$ cat src/rtl/mem_write_arbiter_if.sv
// Requester-side write bus and memory-register write port for mem_write_arbiter.
// The master modport is the requester/memory side. The slave modport is the arbiter.
interface mem_write_arbiter_if #(
    parameter int NREQ = 4,
    parameter int DW   = 35
) ();
    logic [NREQ-1:0]    req;
    logic [NREQ*DW-1:0] req_data;
    logic [NREQ-1:0]    ack;
    logic               mem_wren;
    logic [DW-1:0]      mem_din;

    modport master (
        output req,
        output req_data,
        input  ack,
        input  mem_wren,
        input  mem_din
    );

    modport slave (
        input  req,
        input  req_data,
        output ack,
        output mem_wren,
        output mem_din
    );
endinterface

$ cat src/rtl/mem_write_arbiter.sv
// Round-robin write arbiter for the shared 35-bit memory register.
// Each transaction runs IDLE -> WRITE -> ACK, so the block completes one write every three cycles.
// Only registered state drives the memory strobe and the ack, so there is no combinational path
// from req to mem_wren.
module mem_write_arbiter #(
    parameter int NREQ = 4,
    parameter int IDW  = 2,
    parameter int DW   = 35
) (
    input  logic                 clk,
    input  logic                 arst,
    mem_write_arbiter_if.slave   bus,
    output logic                 busy,
    output logic [IDW-1:0]       last_id,
    output logic [15:0]          wr_count
);

    typedef enum logic [1:0] {
        IDLE  = 2'd0,
        WRITE = 2'd1,
        ACK   = 2'd2
    } state_t;

    state_t          state;
    state_t          state_nx;
    logic [IDW-1:0]  ptr;
    logic [IDW-1:0]  grant;
    logic [IDW-1:0]  sel;
    logic [IDW-1:0]  cand;
    logic [IDW-1:0]  ptr_nx;
    logic            any_req;
    logic [DW-1:0]   data_q;

    // Pick the first requester at or above ptr, wrapping modulo NREQ.
    // NOTE: every signal assigned in always_comb gets a default first, so no path can infer a latch.
    always_comb begin
        sel     = ptr;
        cand    = ptr;
        any_req = 1'b0;
        // Scan from the farthest offset down, so the nearest set bit is the last one written.
        for (int k = NREQ - 1; k >= 0; k--) begin
            cand = IDW'((int'(ptr) + k) % NREQ);
            if (bus.req[cand]) begin
                sel     = cand;
                any_req = 1'b1;
            end
        end
        ptr_nx = (int'(sel) == NREQ - 1) ? '0 : sel + IDW'(1);
    end

    // State register. A reset aborts any transaction in flight.
    // NOTE: sequential state uses non-blocking assignments, so every flop samples the pre-edge values.
    always_ff @(posedge clk or posedge arst) begin
        if (arst) begin
            state <= IDLE;
        end else begin
            state <= state_nx;
        end
    end

    // Next-state logic. Only IDLE waits; WRITE and ACK each last exactly one cycle.
    always_comb begin
        state_nx = state;
        case (state)
            IDLE:    if (any_req) state_nx = WRITE;
            WRITE:   state_nx = ACK;
            ACK:     state_nx = IDLE;
            default: state_nx = IDLE;
        endcase
    end

    // Output decode from the registered state: write strobe, one-hot ack, busy.
    always_comb begin
        bus.mem_wren = 1'b0;
        bus.ack      = '0;
        busy         = (state != IDLE);
        case (state)
            WRITE:   bus.mem_wren = 1'b1;
            ACK:     bus.ack[grant] = 1'b1;
            default: ;
        endcase
    end

    // Capture the winner, its record and the rotated pointer on the grant edge.
    // The captured record is cleared on reset because it drives mem_din directly.
    always_ff @(posedge clk or posedge arst) begin
        if (arst) begin
            ptr    <= '0;
            grant  <= '0;
            data_q <= '0;
        end else if (state == IDLE && any_req) begin
            grant  <= sel;
            data_q <= bus.req_data[int'(sel) * DW +: DW];
            ptr    <= ptr_nx;
        end
    end

    assign bus.mem_din = data_q;

    // Status registers update on the same edge that the memory register captures mem_din.
    always_ff @(posedge clk or posedge arst) begin
        if (arst) begin
            last_id  <= '0;
            wr_count <= '0;
        end else if (state == WRITE) begin
            last_id <= grant;
            if (wr_count != 16'hFFFF) begin
                wr_count <= wr_count + 16'd1;
            end
        end
    end

endmodule

$ cat src/flat_wrapper.sv
// flat-port wrapper written by rule: the top's interface ports become plain ports
module mem_write_arbiter_flat 
#(
    parameter int NREQ = 4,
    parameter int IDW  = 2,
    parameter int DW   = 35
)
  (clk, arst, busy, last_id, wr_count, bus_req, bus_req_data, bus_ack, bus_mem_wren, bus_mem_din);
  mem_write_arbiter_if #(.NREQ(NREQ), .DW(DW)) bus_i ();
  input  logic clk;
  input  logic arst;
  output logic busy;
  output logic [IDW-1:0] last_id;
  output logic [15:0] wr_count;
  input wire logic [$bits(bus_i.req)-1:0] bus_req;
  input wire logic [$bits(bus_i.req_data)-1:0] bus_req_data;
  output wire logic [$bits(bus_i.ack)-1:0] bus_ack;
  output wire logic [$bits(bus_i.mem_wren)-1:0] bus_mem_wren;
  output wire logic [$bits(bus_i.mem_din)-1:0] bus_mem_din;
  assign bus_i.req = bus_req;
  assign bus_i.req_data = bus_req_data;
  assign bus_ack = bus_i.ack;
  assign bus_mem_wren = bus_i.mem_wren;
  assign bus_mem_din = bus_i.mem_din;
  mem_write_arbiter #(.NREQ(NREQ), .IDW(IDW), .DW(DW)) u_core (.clk(clk), .arst(arst), .bus(bus_i), .busy(busy), .last_id(last_id), .wr_count(wr_count));
endmodule
$ cat config.mk
export PLATFORM = sky130hd
export DESIGN_NAME = mem_write_arbiter_flat
export DESIGN_NICKNAME = d
export VERILOG_FILES = /design/src/rtl/mem_write_arbiter_if.sv /design/src/rtl/mem_write_arbiter.sv /design/src/flat_wrapper.sv
export SDC_FILE = /design/constraint.sdc
export NUM_CORES = 1
export LEC_CHECK = 0
export ABC_AREA = 1
export CORE_AREA = 2 2 104 106
export CTS_BUF_LIST = sky130_fd_sc_hd__clkbuf_16
export DETAILED_ROUTE_END_ITERATION = 12
export DIE_AREA = 0 0 106 108
export GPL_TIMING_DRIVEN = 0
export MAX_ROUTING_LAYER = met4
export PLACE_DENSITY = 0.86
export SYNTH_ARGS = -nofsm -noshare
export SYNTH_HDL_FRONTEND = slang
export SYNTH_SLANG_ARGS = --single-unit
$ cat constraint.sdc
create_clock -name clk -period 2.4 [get_ports clk]
set_clock_uncertainty 0.1 [all_clocks]
set_input_delay 0.36 -clock clk [delete_from_list [all_inputs] [get_ports clk]]
set_output_delay 0.36 -clock clk [all_outputs]
set_load 0.005 [all_outputs]
==> flow_metrics.env <==
export IMPL_critPathRequiredTime_ns=2.49
export IMPL_critPathMaxFanout=10
export IMPL_syn_nets=714
export IMPL_firstDrtPassIters=6
export IMPL_synth_cell_types=32
export IMPL_num_io_pins=205
export IMPL_path_common_cell="nand2_2"
export IMPL_worstPathCellList="buf_6 > inv_6 > nand2_1 > nand2_2 > nand2_1 > nand2_2 > inv_2 > nand2_4 > nand3_2 > nand2_4 > buf_4 > nand2_2 > buf_2 > o211ai_1 > nand3_1"
export IMPL_vdd_drop_max_mv=0.7886
export IMPL_drt_antenna_violating_nets=0
export IMPL_cts_tree="done"
export IMPL_diodes=0
export IMPL_die_area_um2=11450
export IMPL_rows=37
export IMPL_end_kind="flop"
export IMPL_hold_path_class="in -> async"
export IMPL_gp_congestion=0.9032
export IMPL_initial_core_util=0.4030
export IMPL_grt_pass1_wl_um=22220
export IMPL_async_reset_ff_frac=1.000
export IMPL_powerDensity_nw_per_um2=1390
export IMPL_synth_seq_area_share=0.3581
export IMPL_syn_avg_cell_area_um2=7.284
export IMPL_critPathKind="reg -> reg"
export IMPL_area_growth_pct=63.16
export IMPL_track_usage=0.2546
export IMPL_synth_edf_count=0
export IMPL_clock_latency_ns=0.32
export IMPL_antenna_found_initial=0
export IMPL_drt_iter0_markers=217
export IMPL_nets=936
export IMPL_synth_cells=566
export IMPL_clock_path_buffers=2
export IMPL_grt_max_degree=38
export IMPL_wl_um=14290
export IMPL_fmax_mhz=439.7
export IMPL_cts_sinks=59
export IMPL_io_buffers=204
export IMPL_cts_max_level=3
export IMPL_grt_overflow=0
export IMPL_fin_cells=929
export IMPL_ctsRootBufferMaster="clkbuf_16"
export IMPL_place_inst=907
export IMPL_drive_gt1_frac=0.1261
export IMPL_avgViaCountPerCell=5.061
export IMPL_syn_cell_area_um2=4123
export IMPL_finalHoldViolCount=0
export IMPL_final_common_cell="clkdlybuf4s50_1"
export IMPL_fin_setup_tns_ns=0
export IMPL_die_y_um=108
export IMPL_report_final_setup_viol=0
export IMPL_worst_pin_slew_ns=0.5123
export IMPL_start_kind="flop"
export IMPL_yosys_warnings=0
export IMPL_min_period_over_period=0.9477
export IMPL_clk_pin_slew_ns=0.05
export IMPL_cts_buffers=9
export IMPL_slew_headroom=0.6585
export IMPL_hold_worst_slack_ns=0.2921
export IMPL_drc=0
export IMPL_dp_hpwl_um=11160
export IMPL_outcome="finished, final reports clean"
export IMPL_cpMaxStageDelayCell="dfrtp_1"
export IMPL_ys_flop_type="dfrtp_1"
export IMPL_wl_per_cell_um=15.38
export IMPL_num_vias=4702
export IMPL_cpPeakStageDelay_ns=0.38
export IMPL_grt_pass1_vias=4640
export IMPL_core_um2=10230
export IMPL_drv_slew=0
export IMPL_cp_arrival_ns=2.37
export IMPL_fin_crit_ns=2.274
export IMPL_ys_seq_elements=59
export IMPL_die_x_um=106
export IMPL_final_cell_mix="clkdlybuf4s50_1 (204), nand2_1 (184), inv_1 (96), nand3_1 (71), dfrtp_1 (59)"
export IMPL_leakage_nw=3.270
export IMPL_drv_cap=0
## where the power goes
part | total [mW] | internal, mW | switching [mW] | leakage [nW]
Sequential | 1.76 | 1.46 | 0.302 | 0.736
Clock | 1.35 | 0.895 | 0.452 | 0.154
Combinational | 6.24 | 2.58 | 3.67 | 2.38
## through the flow
stage,total power [mW],instance area (um2),setup WS (ns),utilization
3_5_place_dp,7.835,6355,-0.2693,0.6211
4_1_cts,9.337,6714,0.05235,0.6562
2_1_floorplan,5.622,4123,0.2933,-
6_report,9.351,6726,0.1255,0.6575
5_1_grt,10.09,6726,-0.01454,0.6575
3_3_place_gp,7.613,6335,-0.5741,0.6192
## cell usage after synthesis (all sizes together), types with 3 or more instances
cell type	number	area, um2
nand4	4	40.04
xor2	9	78.83
nand3b	12	90.09
o211ai	46	490.5
inv	104	392.9
nor3	6	30.03
nand3	73	370.4
xnor2	6	52.55
dfrtp	59	1476
a21oi	3	15.01
buf	26	165.2
nor2	16	75.07
nand2	191	742.0
## cells by family after synthesis
logic type | Yosys count | synth area share
buffers and inverters | 132 | 0.1372
AOI/OAI and AO/OA | 54 | 0.1369
and+or+nand+nor | 304 | 0.3299
xor gates and xnor gates | 15 | 0.03187
adders and majority gates | 2 | 0.006069
DFF | 59 | 0.3581
## per-layer routing
metal	vias to the layer above	share of wire	track usage
met5	-	0	-
met4	0	0.014	0.08177
met3	18	0.061	0.04039
met2	229	0.52	0.4507
met1	2219	0.40	0.2976
li1	2236	-	-
## timing repair
action	in CTS	in global routing
setup endpoints to repair	1	25
setup buffers	6	0
pin swaps	2	0
gates cloned	1	0
gates resized for setup	0	10
hold buffers	0	0
hold endpoints to repair	0	0
## sequential cells by signal, summed over array words and instances (netlist names)
name,cells
u_core.ptr,2
u_core.last_id,2
u_core.state,2
u_core.bus.mem_din,35
u_core.wr_count,16
u_core.grant,2
## critical path, delay by kind of cell (launching register included)
family | cells | cell delay (ns)
flip-flops | 1 | 0.38
buffers and inverters | 5 | 0.59
AO/OA/AOI/OAI | 1 | 0.25
AND/OR/NAND/NOR | 9 | 0.81
## area by class of cell
cell class | instances | area (um2)
Buffer | 27 | 170.2
Multi-Input combinational cell | 376 | 2100
Tap cell | 136 | 170.2
Fill cell | 870 | 3505
Sequential cell | 59 | 1476
Timing Repair Buffer | 211 | 2107
Clock inverter | 7 | 82.58
Clock buffer | 9 | 225.2
Inverter | 104 | 395.4
## path summary, 6_finish.rpt
path                            slack (ns)  cells after the start            start                      to
worst max-delay path                  0.13                     15    u_core.ptr[0]   u_core.bus.mem_din[1]
worst min-delay path                  0.29                      2             arst      u_core.wr_count[4]
worst max register to register        0.13                     15    u_core.ptr[0]   u_core.bus.mem_din[1]
worst min register to register        0.37                      1  u_core.state[1]         u_core.state[1]
max in group asynchronous             1.33                      3             arst  u_core.bus.mem_din[16]
min in group clk                      0.37                      1  u_core.state[1]         u_core.state[1]
Power figures use the tool's default switching activity.
